$ cat src/rtl/williams_display_engine_if.sv
// Store-write and ACC-load port of the Williams display engine.
interface williams_display_engine_if #(
    parameter int unsigned WORD_W = 32,
    parameter int unsigned AW     = 5
);
    logic              wr_valid;
    logic              wr_ready;
    logic [AW-1:0]     wr_addr;
    logic [WORD_W-1:0] wr_data;
    logic              acc_valid;
    logic [WORD_W-1:0] acc_data;

    modport master (
        output wr_valid, wr_addr, wr_data, acc_valid, acc_data,
        input  wr_ready
    );

    modport slave (
        input  wr_valid, wr_addr, wr_data, acc_valid, acc_data,
        output wr_ready
    );
endinterface

$ cat src/rtl/williams_display_engine.sv
// Williams-tube raster renderer: shadow store + ACC drawn as a dot matrix,
// with a reset-time clear sequencer, same-row write bypass and CI-row blink highlight.
module williams_display_engine #(
    parameter int unsigned WORD_W     = 32,
    parameter int unsigned DEPTH      = 32,
    parameter int unsigned CELL_LOG2  = 4,
    parameter int unsigned ORG_X      = 4,
    parameter int unsigned ORG_Y      = 1,
    parameter int unsigned COLOR_W    = 10,
    parameter int unsigned FETCH_X    = 800,
    parameter int unsigned BLINK_LOG2 = 5
) (
    input  logic                     clk,
    input  logic                     n_reset,
    input  logic                     candraw,
    input  logic [10:0]              x,
    input  logic [10:0]              y,
    input  logic                     frame_tick,
    output logic [COLOR_W-1:0]       red,
    output logic [COLOR_W-1:0]       green,
    output logic [COLOR_W-1:0]       blue,
    output logic                     n_vga_blank,
    williams_display_engine_if.slave bus,
    input  logic [$clog2(DEPTH)-1:0] ci,
    input  logic                     hl_en
);
    localparam int unsigned AW    = $clog2(DEPTH);
    localparam int unsigned BW    = $clog2(WORD_W);
    localparam int unsigned CELL  = 1 << CELL_LOG2;
    localparam int unsigned MAXC  = (1 << COLOR_W) - 1;
    localparam int unsigned DIM_I = (400 > MAXC) ? MAXC : 400;
    localparam logic [COLOR_W-1:0] BRIGHT = '1;
    localparam logic [COLOR_W-1:0] DIM    = COLOR_W'(DIM_I);
    localparam logic [10:0] X0   = 11'(ORG_X);
    localparam logic [10:0] X1   = 11'(ORG_X + WORD_W);
    localparam logic [10:0] Y0   = 11'(ORG_Y);
    localparam logic [10:0] Y1   = 11'(ORG_Y + DEPTH);
    localparam logic [10:0] YACC = 11'(ORG_Y + DEPTH + 1);
    localparam logic [10:0] FX   = 11'(FETCH_X);

    typedef enum logic {S_CLEAR, S_RUN} state_t;

    state_t              state, state_nx;
    logic [AW-1:0]       clr_addr;
    logic                clearing;
    logic [WORD_W-1:0]   mem [DEPTH];
    logic [WORD_W-1:0]   acc, line_buf;
    logic [AW-1:0]       line_row;
    logic [BLINK_LOG2:0] blink;
    logic                fetch, accept;
    logic [AW-1:0]       fetch_idx;
    logic [10:0]         cx, cy;
    logic [BW-1:0]       bidx;
    int unsigned         oxi, oyi;
    logic                on_dot, off_dot, in_store, in_acc, bit_v, hl;
    logic [COLOR_W-1:0]  level;

    assign cx        = x >> CELL_LOG2;
    assign cy        = y >> CELL_LOG2;
    assign oxi       = 32'(x[CELL_LOG2-1:0]);
    assign oyi       = 32'(y[CELL_LOG2-1:0]);
    assign fetch     = (state == S_RUN) && (x == FX) && (&y[CELL_LOG2-1:0]);
    // The line fetched at the bottom of cell row cy is the one shown on row cy+1.
    assign fetch_idx = AW'(cy + 11'd1 - Y0);
    assign accept    = bus.wr_valid && bus.wr_ready;

    always_ff @(posedge clk or negedge n_reset) begin
        if (!n_reset) begin
            state    <= S_CLEAR;
            clr_addr <= '0;
        end else begin
            state    <= state_nx;
            clr_addr <= clearing ? clr_addr + AW'(1) : '0;
        end
    end

    always_comb begin
        state_nx = state;
        case (state)
            S_CLEAR: if (clr_addr == AW'(DEPTH - 1)) state_nx = S_RUN;
            S_RUN:   state_nx = S_RUN;
            default: state_nx = S_CLEAR;
        endcase
    end

    always_comb begin
        clearing     = (state == S_CLEAR);
        bus.wr_ready = (state == S_RUN) && !fetch;
    end

    always_ff @(posedge clk) begin
        if (clearing)
            mem[clr_addr] <= '0;
        else if (accept)
            mem[bus.wr_addr] <= bus.wr_data;
    end

    always_ff @(posedge clk or negedge n_reset) begin
        if (!n_reset) begin
            line_buf <= '0;
            line_row <= '0;
            acc      <= '0;
            blink    <= '0;
        end else begin
            if (fetch) begin
                line_buf <= mem[fetch_idx];
                line_row <= fetch_idx;
            end else if (accept && (bus.wr_addr == line_row)) begin
                line_buf <= bus.wr_data;
            end
            if (bus.acc_valid) acc <= bus.acc_data;
            if (frame_tick) blink <= blink + 1'b1;
        end
    end

    assign on_dot   = (oxi >= CELL/4) && (oxi <= 3*CELL/4 - 1) &&
                      (oyi >= CELL/4) && (oyi <= 3*CELL/4 - 1);
    assign off_dot  = (oxi >= 3*CELL/8) && (oxi <= 5*CELL/8 - 1) &&
                      (oyi >= 3*CELL/8) && (oyi <= 5*CELL/8 - 1);
    assign in_store = (cx >= X0) && (cx < X1) && (cy >= Y0) && (cy < Y1);
    assign in_acc   = (cx >= X0) && (cx < X1) && (cy == YACC);
    assign bidx     = BW'(cx - X0);
    assign hl       = in_store && hl_en && (line_row == ci) && blink[BLINK_LOG2];

    always_comb begin
        level = '0;
        bit_v = in_store ? line_buf[bidx] : acc[bidx];
        if (in_store || in_acc) begin
            if (bit_v && on_dot)
                level = BRIGHT;
            else if (off_dot)
                level = DIM;
        end
    end

    always_ff @(posedge clk or negedge n_reset) begin
        if (!n_reset) begin
            red         <= '0;
            green       <= '0;
            blue        <= '0;
            n_vga_blank <= 1'b0;
        end else if (!candraw) begin
            red         <= '0;
            green       <= '0;
            blue        <= '0;
            n_vga_blank <= 1'b0;
        end else begin
            red         <= hl ? level : '0;
            green       <= hl ? '0 : level;
            blue        <= '0;
            n_vga_blank <= 1'b1;
        end
    end
endmodule

$ cat src/flat_wrapper.sv
// flat-port wrapper written by rule: the top's interface ports become plain ports
module williams_display_engine_flat 
#(
    parameter int unsigned WORD_W     = 32,
    parameter int unsigned DEPTH      = 32,
    parameter int unsigned CELL_LOG2  = 4,
    parameter int unsigned ORG_X      = 4,
    parameter int unsigned ORG_Y      = 1,
    parameter int unsigned COLOR_W    = 10,
    parameter int unsigned FETCH_X    = 800,
    parameter int unsigned BLINK_LOG2 = 5
)
  (clk, n_reset, candraw, x, y, frame_tick, red, green, blue, n_vga_blank, ci, hl_en, bus_wr_valid, bus_wr_addr, bus_wr_data, bus_acc_valid, bus_acc_data, bus_wr_ready);
  williams_display_engine_if #(.WORD_W(WORD_W), .AW(5)) bus_i ();
  input  logic clk;
  input  logic n_reset;
  input  logic candraw;
  input  logic [10:0] x;
  input  logic [10:0] y;
  input  logic frame_tick;
  output logic [COLOR_W-1:0] red;
  output logic [COLOR_W-1:0] green;
  output logic [COLOR_W-1:0] blue;
  output logic n_vga_blank;
  input  logic [$clog2(DEPTH)-1:0] ci;
  input  logic hl_en;
  input wire logic [$bits(bus_i.wr_valid)-1:0] bus_wr_valid;
  input wire logic [$bits(bus_i.wr_addr)-1:0] bus_wr_addr;
  input wire logic [$bits(bus_i.wr_data)-1:0] bus_wr_data;
  input wire logic [$bits(bus_i.acc_valid)-1:0] bus_acc_valid;
  input wire logic [$bits(bus_i.acc_data)-1:0] bus_acc_data;
  output wire logic [$bits(bus_i.wr_ready)-1:0] bus_wr_ready;
  assign bus_i.wr_valid = bus_wr_valid;
  assign bus_i.wr_addr = bus_wr_addr;
  assign bus_i.wr_data = bus_wr_data;
  assign bus_i.acc_valid = bus_acc_valid;
  assign bus_i.acc_data = bus_acc_data;
  assign bus_wr_ready = bus_i.wr_ready;
  williams_display_engine #(.WORD_W(WORD_W), .DEPTH(DEPTH), .CELL_LOG2(CELL_LOG2), .ORG_X(ORG_X), .ORG_Y(ORG_Y), .COLOR_W(COLOR_W), .FETCH_X(FETCH_X), .BLINK_LOG2(BLINK_LOG2)) u_core (.clk(clk), .n_reset(n_reset), .candraw(candraw), .x(x), .y(y), .frame_tick(frame_tick), .red(red), .green(green), .blue(blue), .n_vga_blank(n_vga_blank), .bus(bus_i), .ci(ci), .hl_en(hl_en));
endmodule
$ cat config.mk
export PLATFORM = sky130hd
export DESIGN_NAME = williams_display_engine_flat
export DESIGN_NICKNAME = d
export VERILOG_FILES = /design/src/rtl/williams_display_engine_if.sv /design/src/rtl/williams_display_engine.sv /design/src/flat_wrapper.sv
export SDC_FILE = /design/constraint.sdc
export NUM_CORES = 1
export LEC_CHECK = 0
export BUFFER_PORTS_ARGS = -buffer_cell sky130_fd_sc_hd__clkbuf_2
export CAP_MARGIN = 40
export CORE_MARGIN = 4
export CORE_UTILIZATION = 45
export CTS_BUF_LIST = sky130_fd_sc_hd__clkbuf_4
export CTS_CLUSTER_SIZE = 12
export DETAILED_ROUTE_END_ITERATION = 12
export PLACE_DENSITY = 0.63
export SLEW_MARGIN = 20
export SYNTH_ARGS = -nofsm -noshare
export SYNTH_HDL_FRONTEND = slang
export SYNTH_SLANG_ARGS = --single-unit
$ cat constraint.sdc
create_clock -name clk -period 4.6 [get_ports clk]
set_input_delay 0.69 -clock clk [delete_from_list [all_inputs] [get_ports clk]]
set_output_delay 0.69 -clock clk [all_outputs]
set_load 0.1 [all_outputs]
Word-level counts from Yosys, hierarchy flattened
Memory sizes are Yosys's and may differ from the RTL's.
Cells that the tools add are included.
{"block": "totals", "wordCells": 83, "rom_bits": 0, "n_memories": 1, "latch_bits": 0, "mem_bits_rw": 1024, "out_inout_bits": 32, "inputBits": 103, "regBits": 102}
{"block": "op_classes", "n_reduce_logical": 24, "shifts": 0, "n_eq_ne": 5, "multipliers": 0, "bitwise_logic": 1, "mux": 25, "addsub": 5, "div": 0, "order_cmp": 13}
{"memory": "u_core.mem", "depth": 32, "width": 32, "rd": 1, "rd_clocked_by_memory_dff": 0, "write_ports": 1, "line": "williams_display_engine.sv:46", "text": "logic [WORD_W-1:0] mem [DEPTH];"}
{"op": "two-way mux 32 bit", "n": 3}
{"op": "two-way mux 10 bit", "n": 6}
{"op": "OR reduction 32 bit", "n": 1}
{"op": "logical AND 1 bit", "n": 19}
{"op": ">= comparator 4 x 3 -> 1 bit (second input constant)", "n": 4}
{"op": "<= comparator 4 bit (second input constant)", "n": 4}
{"op": "less-than comparator 7 x 6 -> 1 bit (second input constant)", "n": 2}
{"op": "equality test 11 x 10 -> 1 bit (second input constant)", "n": 1}
{"op": "adder 5 x 1 -> 5 bit (second input constant)", "n": 2}
{"op": "binary-select mux 1 bit (select 5 bit)", "n": 2}
{"op": "equality test 5 bit", "n": 2}
{"op": "two-way mux 1 bit", "n": 10}
{"op": "two-way mux 5 bit", "n": 2}
{"op": "two-way mux 9 bit", "n": 1}
{"op": "equality test 7 x 6 -> 1 bit (second input constant)", "n": 1}
{"op": ">= comparator 7 x 1 -> 1 bit (second input constant)", "n": 1}
{"op": ">= comparator 7 x 3 -> 1 bit (second input constant)", "n": 1}
{"op": "adder 6 x 1 -> 6 bit (second input constant)", "n": 1}
{"op": "less-than comparator 5 x 6 -> 1 bit (second input constant)", "n": 1}
{"op": "equality test 5 bit (second input constant)", "n": 1}
{"op": "subtractor 5 x 1 -> 5 bit (second input constant)", "n": 1}
{"op": "subtractor 5 x 3 -> 5 bit (second input constant)", "n": 1}
{"op": "AND reduction 4 bit", "n": 1}
{"op": "case mux 1 bit (2 select lines)", "n": 1}
{"op": "4 further kinds", "n": 4}

Logic depth before layout (Yosys ltp)
{"block": "depth", "depth_word": 11, "depth_mapped": 11, "depth_no_buf": 8}

Worst setup path before layout
OpenSTA, ideal clock, no wires.
{"block": "synth_path", "path_type": "input -> register", "from": "in x[6]", "to": "mem u_core.mem[27][0] (enable)", "stages": 10, "setup_time_ps": 432, "required_ps": 4168, "t_arrival_ps": 4040, "n_path_buf": 2, "slack_ps": 128, "cell_sequence": "inv_1 > ha_1 > nand4b_1 > or4_1 > and3_1 > clkbuf_1 > buf_2 > nor4b_1 > a31oi_1 > a21oi_1"}
{"block": "synth_via", "elab_chain_len": 11, "elab_cells_between_ends": 12, "cone_classes": "1 x eq/ne; 5 x mux; 6 x reduce/logical"}
{"element": "from (decl)", "line": "flat_wrapper.sv:18", "text": "input logic [10:0] x;"}
{"element": "equality test 11 x 10 -> 1 bit (*)", "line": "williams_display_engine.sv:62", "text": "assign fetch = (state == S_RUN) && (x == FX) && (&y[CELL_LOG2-1:0]);"}
{"element": "logical AND 1 bit (*) (2 in a row)", "line": "williams_display_engine.sv:62"}
{"element": "logical NOT 1 bit (*)", "line": "williams_display_engine.sv:88", "text": "bus.wr_ready = (state == S_RUN) && !fetch;"}
{"element": "logical AND 1 bit (*)", "line": "williams_display_engine.sv:88"}
{"element": "logical AND 1 bit (*)", "line": "williams_display_engine.sv:65", "text": "assign accept = bus.wr_valid && bus.wr_ready;"}
{"element": "two-way mux 1 bit (*)", "line": "williams_display_engine.sv:94", "text": "else if (accept)"}
{"element": "two-way mux 1 bit (*)", "line": "williams_display_engine.sv:92", "text": "if (clearing)"}
{"element": "two-way mux 1 bit (implied by the code) (*)", "line": "williams_display_engine.sv:95", "text": "mem[bus.wr_addr] <= bus.wr_data;"}
{"element": "OR reduction 32 bit (no line)"}
{"element": "two-way mux 5 bit (no line) / two-way mux 1 bit (equally long branches)"}
{"element": "to (decl)", "line": "williams_display_engine.sv:46"}
Every way passes the cells marked *; elsewhere a longest branch is shown, timed or not.

Worst setup path after layout
{"block": "layout_path", "from": "in x[3]", "to": "out bus_wr_ready"}
{"block": "layout_via", "elab_chain_len": 5}
{"element": "equality test 11 x 10 -> 1 bit", "line": "williams_display_engine.sv:62"}
{"element": "logical AND 1 bit (2 in a row)", "line": "williams_display_engine.sv:62"}
{"element": "logical NOT 1 bit", "line": "williams_display_engine.sv:88"}
{"element": "logical AND 1 bit", "line": "williams_display_engine.sv:88"}
{"element": "to (decl)", "line": "flat_wrapper.sv:32", "text": "output wire logic [$bits(bus_i.wr_ready)-1:0] bus_wr_ready;"}
No other way between the ends.

==> impl_metrics.env <==
export IMPL_placed_area_sq_um=47100
export IMPL_async_reset_ff_frac=0.0775
export IMPL_synth_warnings=0
export IMPL_period_share=0.760
export IMPL_vias=22800
export IMPL_finalSetupViolCount=0
export IMPL_grt_pass1_wl_mm=160
export IMPL_hold_buffers=77
export IMPL_slew_headroom=0.385
export IMPL_yosys_most_used_dff="edfxtp_1"
export IMPL_syn2layout_area_growth_pct=16.7
export IMPL_cts_tree="yes"
export IMPL_skew_ps=114
export IMPL_cp_data_arrival_time_ps=2810
export IMPL_rsz0062_at_grt="false"
export IMPL_fill_cells=7534
export IMPL_timing_hold_ws_ps=132
export IMPL_post_route_min_period_ps=3500
export IMPL_core_area_sq_um=96900
export IMPL_drtPass1Iterations=5
export IMPL_grtUsageTotal=0.215
export IMPL_numCtsBuffers=297
export IMPL_io_pins=135
export IMPL_routed_wl_mm=109
export IMPL_postLayoutCellArea_sq_um=51300
export IMPL_grt_max_degree=72
export IMPL_cts_repair_resized=0
export IMPL_cp_end_kind="output pin"
export IMPL_overflow=0
export IMPL_max_cap_viol_count=0
export IMPL_layout_drive_gt1_share=0.407
export IMPL_numClockSinks=1110
export IMPL_initial_utilization=0.454
export IMPL_synth_cells=1991
export IMPL_clkTransAtPathRegs_ps=60
export IMPL_h_tree_depth=5
export IMPL_syn_area_sq_um=44000
export IMPL_tightest_slew_ps=922
export IMPL_synth_seq_cells=1110
export IMPL_fmax_ghz=0.286
export IMPL_clkLatencyLatePin_ps=1120
export IMPL_layout_commonest_cell="edfxtp_1"
export IMPL_dp_hpwl_mm=66.1
export IMPL_avgSynthCellArea_sq_um=22.1
export IMPL_critPathKind="input pin to output pin"
export IMPL_final_util=0.530
export IMPL_die_x_microns=321
export IMPL_hp_class="input pin to flip-flop"
export IMPL_finalMaxSlewViolations=0
export IMPL_gp_congestion=0.846
export IMPL_placementRows=114
export IMPL_hold_viol=0
export IMPL_vias_per_cell=5.78
export IMPL_ys_seq_area_frac=0.748
export IMPL_power_leakage_nw=18.6
export IMPL_setup_ws_ps=1100
export IMPL_portBuffers=124
export IMPL_worstPathRequired_ps=3910
export IMPL_start_kind="input pin"
export IMPL_cts_setup_buffers=0
export IMPL_fin_tns_setup_ps=0
export IMPL_clockBufferDepth=4
export IMPL_status="finished clean"
export IMPL_ant_nets=0
export IMPL_drc=0
export IMPL_synth_distinct_cells=50
export IMPL_antenna_found_initial=2
export IMPL_dieArea_sq_um=103000
export IMPL_place_ws_ps=483
export IMPL_wl_per_cell_microns=27.7
export IMPL_grt_pass1_vias=24100
export IMPL_finalNonFillerCells=3944
export IMPL_vdd_drop_max_mv=0.213
export IMPL_final_nets=2605
export IMPL_cp_max_fo=4
export IMPL_dr_first_iter_drc_count=2399
export IMPL_final_cell_mix="edfxtp_1 (1024), clkbuf_4 (410), mux4_2 (323), clkbuf_2 (118), buf_4 (99)"
export IMPL_post_place_cells=3390
export IMPL_power_density_nw_per_um2=398
export IMPL_cts_root_buffer="clkbuf_4"
export IMPL_die_h_microns=321
export IMPL_power_mw=20.4
export IMPL_synth_edf_count=1024
-- state kept, by name (all words and copies together) (netlist names) --
| signal | cells |
|---|---|
| u_core.acc | 32 |
| u_core.blink | 6 |
| u_core.state | 1 |
| u_core.red | 2 |
| u_core.clr_addr | 5 |
| u_core.mem | 1024 |
| u_core.green | 2 |
| u_core.line_buf | 32 |
| u_core.n_vga_blank | 1 |
| u_core.line_row | 5 |
-- cells by family after synthesis --
logic type | after synthesis | synth area share
other | 1 | 0.0000853
XOR/XNOR | 20 | 0.00398
multiplexers | 423 | 0.189
flip-flops | 1110 | 0.748
AND/OR/NAND/NOR | 175 | 0.0219
AO/OA/AOI/OAI | 109 | 0.0164
buffers and inverters | 144 | 0.0178
adder cells (fa/ha/maj) | 9 | 0.00256
-- worst paths after layout --
path,start,endpoint,slack [ps],cells past startpoint
max,x[3],bus_wr_ready,1100,8
min reg2reg,u_core.blink[4],u_core.blink[4],480,1
min in group asynchronous,n_reset,u_core.red[8],610,3
max in group asynchronous,n_reset,u_core.acc[21],3200,4
max reg2reg,u_core.state,u_core.mem[19][4],1360,5
min,bus_wr_data[10],u_core.line_buf[10],130,3
-- worst max-delay path: stages --
cell,delay [ps]
dlygate4sd3_1,540
clkbuf_2,140
inv_1,80
ha_1,160
nand4_1,90
or4_1,490
and2_1,220
clkbuf_2,380
-- synth_stat cells (2+ instances only) --
cell type  instances  area share
a211oi_1          35      0.0060
nor3_1             5     0.00057
ha_1               9      0.0026
edfxtp_1        1024        0.70
mux4_2           323        0.17
nor2b_1           36      0.0051
a41oi_1            2     0.00040
a31oi_1            7      0.0010
a21oi_1           42      0.0048
or4_1              4     0.00068
and3_1             2     0.00028
xor2_1             9      0.0018
nor3b_1            2     0.00034
mux2i_1           60       0.014
buf_6             10      0.0026
nor2_1            50      0.0043
nand4_1            8      0.0011
nor4b_1            5      0.0010
dfrtp_1           86       0.049
a22oi_1           11      0.0019
inv_1              8     0.00068
nand3_1            6     0.00068
and2_1            34      0.0048
buf_1             14      0.0012
nor4_1             4     0.00057
o21ai_0            2     0.00023
buf_4             34      0.0058
buf_2             30      0.0034
mux2_2            40       0.010
clkbuf_1          48      0.0041
xnor2_1           11      0.0022
nand2_1           11     0.00094
o22a_1             2     0.00040
-- power by group --
| group | internal, mW | total, mW | switching (mW) |
|---|---|---|---|
| Clock | 4.24 | 8.00 | 3.77 |
| Combinational | 0.519 | 1.24 | 0.719 |
| Sequential | 11.1 | 11.2 | 0.0603 |
-- per-layer routing --
layer	GRT usage	share of wire	vias to the layer above	wire length [microns]
met3	0.0463	0.076	169	8300
met1	0.296	0.41	12000	44700
li1	-	-	9518	-
met2	0.347	0.50	1114	54100
met4	0.0692	0.019	0	2130
met5	0	0	-	0
-- cell type report --
cell class                      count  area (sq um)  area share
Inverter                            8          30.0    0.000585
Sequential cell                  1110         32900       0.641
Clock buffer                      410          3080      0.0600
Tap cell                         1276          1600      0.0311
Antenna cell                        7          17.5    0.000341
Multi-Input combinational cell    746         10600       0.206
Clock inverter                     57           304     0.00592
Timing Repair Buffer              330          2800      0.0546
No activity file was read; power rests on OpenSTA's default activity.
